<file path="src/rtl/dmem_arbiter_pkg.sv">
// Shared definitions for the data-memory arbiter.
// Holds the FSM state and response-owner encodings, default memory geometry,
// and the address range check used when a request is granted.
package dmem_arbiter_pkg;

  localparam int unsigned DATA_W        = 64;
  localparam int unsigned MEM_BYTES_DEF = 2048;
  localparam int unsigned IDX_W_DEF     = 8;

  typedef enum logic {
    ST_IDLE = 1'b0,
    ST_WAIT = 1'b1
  } state_e;

  typedef enum logic {
    OWN_M = 1'b0,
    OWN_L = 1'b1
  } owner_e;

  // A byte address is legal when it lies in 0..mem_bytes-1; low bits are not checked.
  function automatic logic addr_in_range(input logic [63:0] addr, input int unsigned mem_bytes);
    return (addr < 64'(mem_bytes));
  endfunction

endpackage

</file>
<file path="src/rtl/dmem_arbiter_if.sv">
// One requester port of the data-memory arbiter.
//   master : requester side (drives req/we/addr/wdata, receives gnt/rvalid/rdata/err)
//   slave  : arbiter side
// req must stay high with stable fields until gnt; rvalid is a one-cycle
// response pulse carrying rdata and err.
interface dmem_arbiter_if;
  import dmem_arbiter_pkg::*;

  logic              req;
  logic              we;
  logic [63:0]       addr;
  logic [DATA_W-1:0] wdata;
  logic              gnt;
  logic              rvalid;
  logic [DATA_W-1:0] rdata;
  logic              err;

  modport master (output req, we, addr, wdata, input gnt, rvalid, rdata, err);
  modport slave  (input req, we, addr, wdata, output gnt, rvalid, rdata, err);
endinterface

</file>
<file path="src/rtl/dmem_arbiter_prio_sel.sv">
// Priority decision for the data-memory arbiter.
// M wins by default; once L has been refused MAX_WAIT idle cycles in a row,
// L wins instead. The starvation counter only moves while the arbiter is idle.
//   clk_i, rst_i   : clock, synchronous active-high reset
//   idle_i         : arbiter is able to grant this cycle
//   m_req_i/l_req_i: pending requests
//   grant_m_o/l_o  : at most one is high (combinational)
module dmem_prio_sel #(
  parameter int unsigned MAX_WAIT = 4
) (
  input  logic clk_i,
  input  logic rst_i,
  input  logic idle_i,
  input  logic m_req_i,
  input  logic l_req_i,
  output logic grant_m_o,
  output logic grant_l_o
);

  localparam int unsigned CNT_W = (MAX_WAIT < 1) ? 1 : $clog2(MAX_WAIT + 1);

  logic [CNT_W-1:0] starve_q, starve_d;
  logic             starved_s;

  // Grant decision; nothing is granted while in reset or outside IDLE.
  always_comb begin
    starved_s = (starve_q >= CNT_W'(MAX_WAIT));
    grant_m_o = 1'b0;
    grant_l_o = 1'b0;
    if (idle_i && !rst_i) begin
      if (l_req_i && (starved_s || !m_req_i)) begin
        grant_l_o = 1'b1;
      end else if (m_req_i) begin
        grant_m_o = 1'b1;
      end else begin
        grant_l_o = 1'b0;
      end
    end else begin
      grant_m_o = 1'b0;
    end
  end

  // Starvation count: cleared on an L grant, saturates at MAX_WAIT, held when not idle.
  always_comb begin
    starve_d = starve_q;
    if (grant_l_o) begin
      starve_d = {CNT_W{1'b0}};
    end else if (idle_i && l_req_i && !starved_s) begin
      starve_d = starve_q + CNT_W'(1);
    end else begin
      starve_d = starve_q;
    end
  end

  // Starvation counter register.
  always_ff @(posedge clk_i) begin
    if (rst_i) begin
      starve_q <= {CNT_W{1'b0}};
    end else begin
      starve_q <= starve_d;
    end
  end

endmodule

</file>
<file path="src/rtl/dmem_arbiter.sv">
// Arbiter sharing the single-port data RAM between the pipeline memory stage (M)
// and the loader/debug port (L).
//   clk_i, rst_i   : clock, synchronous active-high reset
//   m_if, l_if     : requester ports (slave side)
//   mem_en_o/we_o  : RAM strobe and write enable, driven in the grant cycle
//   mem_idx_o      : RAM word index (byte address bits [IDX_W+2:3])
//   mem_wdata_o    : RAM write data
//   mem_rdata_i    : RAM read data, valid RD_LAT cycles after mem_en_o
//   busy_o         : high while a granted access is waiting for its response
// Each grant produces exactly one registered response RD_LAT+1 cycles later.
// Out-of-range addresses are granted but never touch the RAM and answer err=1.
module dmem_arbiter
  import dmem_arbiter_pkg::*;
#(
  parameter int unsigned MEM_BYTES = MEM_BYTES_DEF,
  parameter int unsigned IDX_W     = IDX_W_DEF,
  parameter int unsigned RD_LAT    = 1,
  parameter int unsigned MAX_WAIT  = 4
) (
  input  logic              clk_i,
  input  logic              rst_i,
  dmem_arbiter_if.slave     m_if,
  dmem_arbiter_if.slave     l_if,
  output logic              mem_en_o,
  output logic              mem_we_o,
  output logic [IDX_W-1:0]  mem_idx_o,
  output logic [DATA_W-1:0] mem_wdata_o,
  input  logic [DATA_W-1:0] mem_rdata_i,
  output logic              busy_o
);

  localparam int unsigned LAT_W = $clog2(RD_LAT + 1);

  state_e            state_q, state_d;
  logic [LAT_W-1:0]  lat_q, lat_d;
  owner_e            owner_q, owner_d;
  logic              err_q, err_d;
  logic              we_q, we_d;
  logic              m_rvalid_q, m_rvalid_d, l_rvalid_q, l_rvalid_d;
  logic              m_err_q, m_err_d, l_err_q, l_err_d;
  logic [DATA_W-1:0] m_rdata_q, m_rdata_d, l_rdata_q, l_rdata_d;

  logic              grant_m_s, grant_l_s, grant_s, addr_ok_s, sel_we_s;
  logic [63:0]       sel_addr_s;
  logic [DATA_W-1:0] sel_wdata_s, resp_data_s;

  dmem_prio_sel #(.MAX_WAIT(MAX_WAIT)) u_prio (
    .clk_i     (clk_i),
    .rst_i     (rst_i),
    .idle_i    (state_q == ST_IDLE),
    .m_req_i   (m_if.req),
    .l_req_i   (l_if.req),
    .grant_m_o (grant_m_s),
    .grant_l_o (grant_l_s)
  );

  // Route the granted requester's fields toward the RAM.
  always_comb begin
    sel_we_s    = m_if.we;
    sel_addr_s  = m_if.addr;
    sel_wdata_s = m_if.wdata;
    if (grant_l_s) begin
      sel_we_s    = l_if.we;
      sel_addr_s  = l_if.addr;
      sel_wdata_s = l_if.wdata;
    end else begin
      sel_we_s    = m_if.we;
    end
  end

  // RAM strobes: an out-of-range grant keeps the RAM untouched.
  always_comb begin
    grant_s     = grant_m_s | grant_l_s;
    addr_ok_s   = addr_in_range(sel_addr_s, MEM_BYTES);
    mem_en_o    = grant_s & addr_ok_s;
    mem_we_o    = grant_s & addr_ok_s & sel_we_s;
    mem_idx_o   = mem_en_o ? sel_addr_s[IDX_W+2:3] : {IDX_W{1'b0}};
    mem_wdata_o = mem_we_o ? sel_wdata_s : {DATA_W{1'b0}};
  end

  assign m_if.gnt    = grant_m_s;
  assign l_if.gnt    = grant_l_s;
  assign m_if.rvalid = m_rvalid_q;
  assign l_if.rvalid = l_rvalid_q;
  assign m_if.rdata  = m_rdata_q;
  assign l_if.rdata  = l_rdata_q;
  assign m_if.err    = m_err_q;
  assign l_if.err    = l_err_q;
  assign busy_o      = (state_q == ST_WAIT);

  // Writes and errors answer with zero data; only reads return the RAM word.
  assign resp_data_s = (err_q | we_q) ? {DATA_W{1'b0}} : mem_rdata_i;

  // FSM next state, latency countdown and one-cycle response formation.
  always_comb begin
    state_d    = state_q;
    lat_d      = lat_q;
    owner_d    = owner_q;
    err_d      = err_q;
    we_d       = we_q;
    m_rvalid_d = 1'b0;
    l_rvalid_d = 1'b0;
    m_err_d    = 1'b0;
    l_err_d    = 1'b0;
    m_rdata_d  = {DATA_W{1'b0}};
    l_rdata_d  = {DATA_W{1'b0}};
    case (state_q)
      ST_IDLE: begin
        if (grant_s) begin
          state_d = ST_WAIT;
          lat_d   = LAT_W'(RD_LAT);
          owner_d = grant_l_s ? OWN_L : OWN_M;
          err_d   = ~addr_ok_s;
          we_d    = sel_we_s;
        end else begin
          state_d = ST_IDLE;
        end
      end
      ST_WAIT: begin
        // lat_q reaches 1 in the cycle the RAM data is valid.
        if (lat_q == LAT_W'(1)) begin
          state_d = ST_IDLE;
          if (owner_q == OWN_L) begin
            l_rvalid_d = 1'b1;
            l_err_d    = err_q;
            l_rdata_d  = resp_data_s;
          end else begin
            m_rvalid_d = 1'b1;
            m_err_d    = err_q;
            m_rdata_d  = resp_data_s;
          end
        end else begin
          lat_d = lat_q - LAT_W'(1);
        end
      end
      default: begin
        state_d = ST_IDLE;
      end
    endcase
  end

  // State and response registers; reset drops any pending response.
  always_ff @(posedge clk_i) begin
    if (rst_i) begin
      state_q    <= ST_IDLE;
      lat_q      <= {LAT_W{1'b0}};
      owner_q    <= OWN_M;
      err_q      <= 1'b0;
      we_q       <= 1'b0;
      m_rvalid_q <= 1'b0;
      l_rvalid_q <= 1'b0;
      m_err_q    <= 1'b0;
      l_err_q    <= 1'b0;
      m_rdata_q  <= {DATA_W{1'b0}};
      l_rdata_q  <= {DATA_W{1'b0}};
    end else begin
      state_q    <= state_d;
      lat_q      <= lat_d;
      owner_q    <= owner_d;
      err_q      <= err_d;
      we_q       <= we_d;
      m_rvalid_q <= m_rvalid_d;
      l_rvalid_q <= l_rvalid_d;
      m_err_q    <= m_err_d;
      l_err_q    <= l_err_d;
      m_rdata_q  <= m_rdata_d;
      l_rdata_q  <= l_rdata_d;
    end
  end

endmodule
</file>
<file path="src/flat_wrapper.sv">
// flat-port wrapper written by rule: the top's interface ports become plain ports
module dmem_arbiter_flat import dmem_arbiter_pkg::*;
#(
  parameter int unsigned MEM_BYTES = MEM_BYTES_DEF,
  parameter int unsigned IDX_W     = IDX_W_DEF,
  parameter int unsigned RD_LAT    = 1,
  parameter int unsigned MAX_WAIT  = 4
)
  (clk_i, rst_i, mem_en_o, mem_we_o, mem_idx_o, mem_wdata_o, mem_rdata_i, busy_o, m_if_req, m_if_we, m_if_addr, m_if_wdata, m_if_gnt, m_if_rvalid, m_if_rdata, m_if_err, l_if_req, l_if_we, l_if_addr, l_if_wdata, l_if_gnt, l_if_rvalid, l_if_rdata, l_if_err);
  dmem_arbiter_if m_if_i ();
  dmem_arbiter_if l_if_i ();
  input  logic clk_i;
  input  logic rst_i;
  output logic mem_en_o;
  output logic mem_we_o;
  output logic [IDX_W-1:0] mem_idx_o;
  output logic [DATA_W-1:0] mem_wdata_o;
  input  logic [DATA_W-1:0] mem_rdata_i;
  output logic busy_o;
  input wire logic [$bits(m_if_i.req)-1:0] m_if_req;
  input wire logic [$bits(m_if_i.we)-1:0] m_if_we;
  input wire logic [$bits(m_if_i.addr)-1:0] m_if_addr;
  input wire logic [$bits(m_if_i.wdata)-1:0] m_if_wdata;
  output wire logic [$bits(m_if_i.gnt)-1:0] m_if_gnt;
  output wire logic [$bits(m_if_i.rvalid)-1:0] m_if_rvalid;
  output wire logic [$bits(m_if_i.rdata)-1:0] m_if_rdata;
  output wire logic [$bits(m_if_i.err)-1:0] m_if_err;
  input wire logic [$bits(l_if_i.req)-1:0] l_if_req;
  input wire logic [$bits(l_if_i.we)-1:0] l_if_we;
  input wire logic [$bits(l_if_i.addr)-1:0] l_if_addr;
  input wire logic [$bits(l_if_i.wdata)-1:0] l_if_wdata;
  output wire logic [$bits(l_if_i.gnt)-1:0] l_if_gnt;
  output wire logic [$bits(l_if_i.rvalid)-1:0] l_if_rvalid;
  output wire logic [$bits(l_if_i.rdata)-1:0] l_if_rdata;
  output wire logic [$bits(l_if_i.err)-1:0] l_if_err;
  assign m_if_i.req = m_if_req;
  assign m_if_i.we = m_if_we;
  assign m_if_i.addr = m_if_addr;
  assign m_if_i.wdata = m_if_wdata;
  assign m_if_gnt = m_if_i.gnt;
  assign m_if_rvalid = m_if_i.rvalid;
  assign m_if_rdata = m_if_i.rdata;
  assign m_if_err = m_if_i.err;
  assign l_if_i.req = l_if_req;
  assign l_if_i.we = l_if_we;
  assign l_if_i.addr = l_if_addr;
  assign l_if_i.wdata = l_if_wdata;
  assign l_if_gnt = l_if_i.gnt;
  assign l_if_rvalid = l_if_i.rvalid;
  assign l_if_rdata = l_if_i.rdata;
  assign l_if_err = l_if_i.err;
  dmem_arbiter #(.MEM_BYTES(MEM_BYTES), .IDX_W(IDX_W), .RD_LAT(RD_LAT), .MAX_WAIT(MAX_WAIT)) u_core (.clk_i(clk_i), .rst_i(rst_i), .m_if(m_if_i), .l_if(l_if_i), .mem_en_o(mem_en_o), .mem_we_o(mem_we_o), .mem_idx_o(mem_idx_o), .mem_wdata_o(mem_wdata_o), .mem_rdata_i(mem_rdata_i), .busy_o(busy_o));
endmodule
</file>
<file path="config.mk">
export PLATFORM = sky130hd
export DESIGN_NAME = dmem_arbiter_flat
export DESIGN_NICKNAME = d
export VERILOG_FILES = /design/src/rtl/dmem_arbiter_pkg.sv /design/src/rtl/dmem_arbiter_if.sv /design/src/rtl/dmem_arbiter_prio_sel.sv /design/src/rtl/dmem_arbiter.sv /design/src/flat_wrapper.sv
export SDC_FILE = /design/constraint.sdc
export NUM_CORES = 1
export LEC_CHECK = 0
export CAP_MARGIN = 5
export CORE_AREA = 4 4 208 210
export CTS_BUF_LIST = sky130_fd_sc_hd__clkbuf_8
export DETAILED_ROUTE_END_ITERATION = 6
export DIE_AREA = 0 0 212 214
export DONT_BUFFER_PORTS = 1
export PLACE_DENSITY = 0.32
export SLEW_MARGIN = 20
export SYNTH_ARGS = -nofsm -noshare
export SYNTH_HDL_FRONTEND = slang
export SYNTH_HIERARCHICAL = 1
export SYNTH_SLANG_ARGS = --single-unit
</file>
<file path="constraint.sdc">
create_clock -name clk_i -period 3 [get_ports clk_i]
set_clock_uncertainty 0.05 [all_clocks]
set_input_delay 0 -clock clk_i [delete_from_list [all_inputs] [get_ports clk_i]]
set_output_delay 0 -clock clk_i [all_outputs]
set_load 0.02 [all_outputs]
</file>
==> results.md, run 1 <==
- Leak: between 3 and 4 nW
- Global-route wire length before repair: 43.8 mm
- RSZ-0062 raised after global routing: true
- Largest net degree at the start of global routing: 73
- Core Region: around 0.042 sq mm
- Worst rel slew slack: between 40% and 50%
- Worst vdd ir: 0.193 mV
- Initial antenna violation count: 16
- Die width: 212 microns
- CP delay by family, top: simple AND/OR/NAND/NOR gates
- Starting DRT DRC Count: between 400 and 500
- Post-synth design cell area: roughly 0.0058 sq mm
- Worst reg2reg path depth: 9
- Synth top cells by count: 140 x dfxtp_1, 128 x and3_1, 72 x a22oi_1, 50 x nor4_2, 49 x clkbuf_1
- CP Capture Type: primary output
- DP Wirelength: ~24 mm
- Syn Nets: between 800 and 900
- Num ports: approximately 540
- Core Rows: between 70 and 80
- CP peak stage delay: around 330 ps
- Layout Cells excl Fill: approximately 1300
- CTS tree: done
- CTS Buf Count: 17
- Hold Crit Endpoint: u_core/we_q
- DR pass1 iterations: 4
- Final setup vio count: 0
- Share of layout cells above drive strength 1: between 30% and 40%
- Critical-path cell list: inv_2 -> and2_4 -> and3b_4 -> nor4b_4 -> nand4_1 -> buf_6 -> o22a_4 -> buf_12 -> buf_4 -> nor4_1 -> buf_4
- PD cells: between 400 and 500 mW/mm^2
- Worst EP arrival: between 2000 and 3000 ps
- Setup CP Type: reg -> out
- Area growth, synth to finish: 52.4%
- Remaining Overflow, GRT: 0
- Fin crit share: between 90% and 100%
- Synthesis warning total: 6
- Post-synth top flop: dfxtp_1
- Longest Clk Path Bufs: 2
- Ys async rst share: 0%
- Dpl cell area: approximately 0.007 sq mm
- Die Span Y: ~210 microns
- Synth area leaders: dfxtp_1 49%, and3_1 14%, nor4_2 11%
- Initial Util: 13.9%
- Fmax: roughly 340 MHz
- Fin area: 0.00879 sq mm
- Drt wl/cell: roughly 27 microns
- Endpoints failing hold: 0
- Launching point of the worst reg2reg path: u_core/busy_o
- Global-route total usage across every layer: around 14%
- Worst min-delay path startpoint: m_if_req
- Status: finished clean
- Largest fanout on the critical path: 7
- Clk_lat worst skew: 480 ps
- Startpoint types: flop
- CP bufs+invs: 5
- H-tree levels: 4
- Number of vias in the routed layout: 5537
- EDFF count, synth: 0
- Tmin final: slightly below 3000 ps
- Most frequent cell after synthesis: dfxtp_1
- Yosys top cell area share: approximately 50%
- Vias in the first global route: 5541
- Slew @ Worst Pin: around 840 ps
- Root buffer cell: clkbuf_8
- Slew Viols, Final: 0
- Reg-to-reg slack, setup: 200 ps
- Clk slew on worst S/H paths: around 100 ps
- Synthesized instance count: 560
- Max Cap Viol: 0
- Number of nets in the finished design: between 1000 and 1500
- Most frequent CP cell: buf_4
- HP Class: in -> reg
- CP required: around 3000 ps
- DRT Wirelength: around 34 mm
- Seq/Total Area, Yosys: 48.6%
- Placed Cells: 1125
- FF-to-FF End: u_core/we_q
- DRC errors left: 0
- Avg Inst Size Synth: between 10 and 15 sq um
- Routed Antenna Nets: 0
- Yosys top cell by area: dfxtp_1
- Final GP Congestion: 0.777
- Slowest CP cell: dfxtp_2
- Die area: around 0.045 sq mm
- Port buffer count: 0
- Vias per std cell: 4.38
- Hold Crit Depth: 6
- Flops & latches, synth: 140
- Count of different cell masters after synthesis: 36
- CTS sink cnt: 140
[worst register-to-register path, stage by stage, from the launching register on]
cell and delay [ps]:
dfxtp_2 330, inv_2 50, and2_4 140, and3b_4 280
buf_4 150, buf_6 300, mux2i_4 350, buf_6 300
dlygate4sd3_1 640, a211oi_1 70
[layout make-up]
| cell class | count | area [sq um] |
|---|---|---|
| Clock inverter | 12 | 124 |
| Tap cell | 539 | 674 |
| Clock buffer | 19 | 262 |
| Antenna cell | 7 | 17.5 |
| Timing Repair Buffer | 188 | 1810 |
| Inverter | 3 | 11.3 |
| Fill cell | 4515 | 32800 |
| Sequential cell | 140 | 2810 |
| Multi-Input combinational cell | 356 | 3090 |
[timing repair]
item | in CTS | in global routing
pin swaps | 9 | 8
hold buffers | 71 | 0
buffers inserted | 14 | 7
resized for setup | 16 | 47
endpoints found under the setup margin | 74 | 66
hold endpoints to repair | 140 | 0
gates cloned | 5 | 4
[state kept, by name (all words and copies together), names as in the netlist]
| register | cells |
|---|---|
| u_core/l_if.err | 1 |
| u_core/lat_q | 1 |
| u_core/l_if.rvalid | 1 |
| u_core/owner_q | 1 |
| u_core/u_prio/starve_q | 3 |
| u_core/err_q | 1 |
| u_core/we_q | 1 |
| u_core/m_if.rdata | 64 |
| u_core/m_if.rvalid | 1 |
| u_core/busy_o | 1 |
| u_core/m_if.err | 1 |
| u_core/l_if.rdata | 64 |
[report_power, final]
part           switching [mW]  internal (mW)
Sequential             0.0307           1.88
Clock                   0.745          0.771
Combinational           0.277          0.175
[cell usage in the layout, fill, tap and decap left out, types with 2 or more instances in the layout]
cell type	n
a21oi_1	2
a22oi_1	71
and2_1	2
and3_1	128
buf_12	11
buf_4	91
buf_6	12
bufinv_16	2
clkbuf_8	19
clkinv_2	3
clkinv_4	2
clkinvlp_4	2
dfxtp_1	138
diode_2	7
dlygate4sd3_1	71
inv_1	4
nand2_1	3
nand3_1	2
nand4_1	6
nand4bb_1	2
nor2_1	10
nor2_4	2
nor3_1	5
nor3_2	5
nor3_4	2
nor4_1	26
nor4_2	39
nor4_4	22
nor4b_4	2
o22a_2	4
o22a_4	4
[worst max path at each step]
stage                            to  cells past startpoint                 startpoint  slack, ps
finish               mem_wdata_o[5]                     11              u_core/busy_o         60
global route         mem_wdata_o[5]                     11              u_core/busy_o       -100
CTS                 mem_wdata_o[59]                     10  u_core/u_prio/starve_q[2]          2
detailed placement  mem_wdata_o[49]                      9              u_core/busy_o        170
global placement     mem_wdata_o[8]                      9              u_core/busy_o        170
floorplan           mem_wdata_o[10]                      8              u_core/busy_o        100
[logic make-up (layout without fill, tap and decap cells)]
| family | count (synthesis) | count (layout) | share of synthesized area [%] |
|---|---|---|---|
| flip-flops | 140 | 140 | 48.6 |
| AND/OR/NAND/NOR | 263 | 263 | 33.6 |
| adder cells (fa/ha/maj) | 1 | 1 | 0.217 |
| AO/OA/AOI/OAI | 84 | 90 | 11.1 |
| multiplexers | 2 | 2 | 0.347 |
| other | 0 | 7 | 0 |
| buffers and inverters | 70 | 222 | 6.18 |
[metal layers]
metal	part of all wire (%)	track usage (%)	vias to the layer above
li1	-	-	2467
met1	30	12.2	2670
met2	57	27.1	331
met3	8.9	5.02	57
met4	3.6	5.45	12
met5	0.26	0	-
[per-stage QoR]
| stage | utilization, % | hold WS (ps) | TNS (ps) | total power, mW | setup WS (ps) |
|---|---|---|---|---|---|
| after floorplan | - | 19.1 | 0 | 2.16 | 100 |
| after global placement | 16.8 | 25.0 | 0 | 2.28 | 171 |
| after detailed placement | 16.8 | 25.4 | 0 | 2.28 | 170 |
| after CTS | 20.1 | 95.8 | 0 | 3.95 | 2.48 |
| after global routing | 21.1 | 120 | -2460 | 4.09 | -98.2 |
| final | 21.1 | 153 | 0 | 3.88 | 57.3 |
Note: power is estimated with default switching activity, not from simulation.
==> inputs of run 2 (changes only) <==
==> constraint.sdc (replaced) <==
create_clock -name clk_i -period 2.9 [get_ports clk_i]
set_clock_uncertainty 0.05 [all_clocks]
set_input_delay 0 -clock clk_i [delete_from_list [all_inputs] [get_ports clk_i]]
set_output_delay 0 -clock clk_i [all_outputs]
set_load 0.02 [all_outputs]
==> run 2 against run 1 <==
Register-to-register slack is essentially flat. Critical path depth down 2. Die area is the same.
==> results.md, run 2 (same netlist as run 1, synthesis figures left out) <==
- CTS Buf Count: 17 (unchanged)
- Initial Util: 13.9% (unchanged)
- CP required: 2850 ps (-100 ps)
- Worst EP arrival: 2850 ps (-40 ps)
- Number of vias in the routed layout: 5493 (-0.79%)
- Core Rows: 75 (unchanged)
- Pwr Total: 4.12 mW (+6.3%)
- Worst rel slew slack: 49.0% (+5.4 points)
- DR pass1 iterations: 4 (unchanged)
- Setup CP Type: reg -> out
- Die Span Y: 214 microns (unchanged)
- Number of nets in the finished design: 1042 (+0.87%)
- Leak: 3.62 nW (+3.4%)
- DRT Wirelength: 33.4 mm (-0.99%)
- Area growth, synth to finish: 56.8%
- Fin crit share: 99.8%
- Tmin final: approximately 2900 ps
- Largest net degree at the start of global routing: 67 (-8.2%)
- Final GP Congestion: 0.774 (-0.37%)
- Most frequent cells in the layout: 138 x dfxtp_1, 128 x and3_1, 96 x buf_4
- Slew @ Worst Pin: 763 ps (-80.9 ps)
- Area of the multi-input gates: 0.00314 sq mm (+1.7%)
- Num ports: 535 (unchanged)
- TNS Setup: 0 ps (unchanged)
- Vias in the first global route: 5642 (+1.8%)
- Clk_lat worst skew: 460 ps (-20 ps)
- Routed Antenna Nets: 0 (unchanged)
- Root buffer cell: clkbuf_8
- FF/Latch Area: 0.00281 sq mm (about the same)
- Max Cap Viol: 0 (unchanged)
- Final-layout fill cell count: 4466 (-1.1%)
- Vias per std cell: 4.31 (-1.7%)
- Endpoints failing hold: 0 (unchanged)
- Remaining Overflow, GRT: 0 (unchanged)
- Drt wl/cell: 26.2 microns (-1.8%)
- Initial antenna violation count: 14 (-2)
- Die width: 212 microns (unchanged)
- Hold Crit Depth: 5 (-1)
- Most common library cell in the layout ignoring fill and taps: dfxtp_1
- CTS tree: done
- Final Util: 21.8% (+0.62 points)
- Global-route wire length before repair: 43.7 mm (-0.24%)
- PD cells: 455 mW/mm^2 (+3.3%)
- Worst vdd ir: 0.198 mV (+2.9%)
- Global-route total usage across every layer: 13.6% (-0.11 points)
- Die area: 0.0454 sq mm (unchanged)
- Status: finished clean
- Longest Clk Path Bufs: 2 (unchanged)
- DRC errors left: 0 (unchanged)
- Share of layout cells above drive strength 1: 34.5% (+1.2 points)
- Startpoint types: flop
- DP Wirelength: 24.4 mm (+1.0%)
- Worst reg2reg path depth: 9 (unchanged)
- Slew Viols, Final: 0 (unchanged)
- RSZ-0062 raised after global routing: true
- CTS sink cnt: 140 (unchanged)
- Largest fanout on the critical path: 6 (-1)
- Final setup vio count: 0 (unchanged)
- CP Capture Type: primary output
- H-tree levels: 4 (unchanged)
- Starting DRT DRC Count: 332 (-18%)
- Clk slew on worst S/H paths: 90 ps (about the same)
- Port buffer count: 0 (unchanged)
- Fmax: roughly 350 MHz
- Core Region: 0.0416 sq mm (unchanged)
- HP Class: in -> reg
-- run 2: cell count changes in the layout (fill, tap and decap cells not counted), sizes merged --
cell         before  now
buf             115  119
bufinv            2    3
clkbuf           21   22
clkinvlp          2    3
diode             7    8
dlygate4sd3      71   74
inv               6    7
o22a              8    7
-- run 2: metrics by stage --
stage	worst slack (ps)	instance area (sq um)	std cells	hold WS (ps)
after global placement	-75.7	7010	1126	25.5
after CTS	-58.1	8700	1256	73.0
after floorplan	0.208	5770	560	19.1
after detailed placement	-74.6	7010	1126	27.7
after global routing	-161	9040	1271	122
final	4.35	9050	1275	131
-- run 2: power by group --
part | total, mW | switching, mW | internal (mW)
combinational | 0.501 | 0.298 | 0.203
sequential | 1.97 | 0.0315 | 1.94
clock | 1.64 | 0.796 | 0.848
total | 4.12 | 1.13 | 2.99
-- run 2: final timing paths --
path	startpoint	endpoint	slack, ps
setup / recovery	u_core/busy_o	mem_wdata_o[21]	4
hold / removal	l_if_req	u_core/we_q	130
setup reg to reg	u_core/busy_o	u_core/we_q	200
hold reg to reg	u_core/owner_q	u_core/owner_q	450
-- run 2: per-layer routing --
layer,share of wire [%],global-route usage [%]
met1,31,12.3
met2,59,27.4
met3,7.9,4.77
met4,1.9,4.24
met5,0.28,0
-- run 2: worst max-delay path, stage by stage, from the launching register on --
cell and delay [ps]:
dfxtp_2 340, inv_2 40, and2_4 130, and3b_4 210
nor4_1 310, nand4_1 200, o22a_4 340, buf_4 160
nor4_2 430, buf_4 220
-- run 2: layout make-up --
class                           instances  area share [%]
Multi-Input combinational cell        355            34.7
Sequential cell                       140            31.0
Timing Repair Buffer                  198            22.0
Tap cell                              539            7.45
Clock buffer                           17            2.59
Clock inverter                         15            1.92
Antenna cell                            8           0.221
Inverter                                3           0.124
-- run 2: timing repair --
item | CTS | global route
cloned | 5 | 5
hold buffers | 74 | 0
endpoints found under the setup margin | 74 | 74
endpoints found under the hold margin | 139 | 0
gates resized for setup | 43 | 29
setup buffers | 19 | 6
pin swaps | 26 | 20
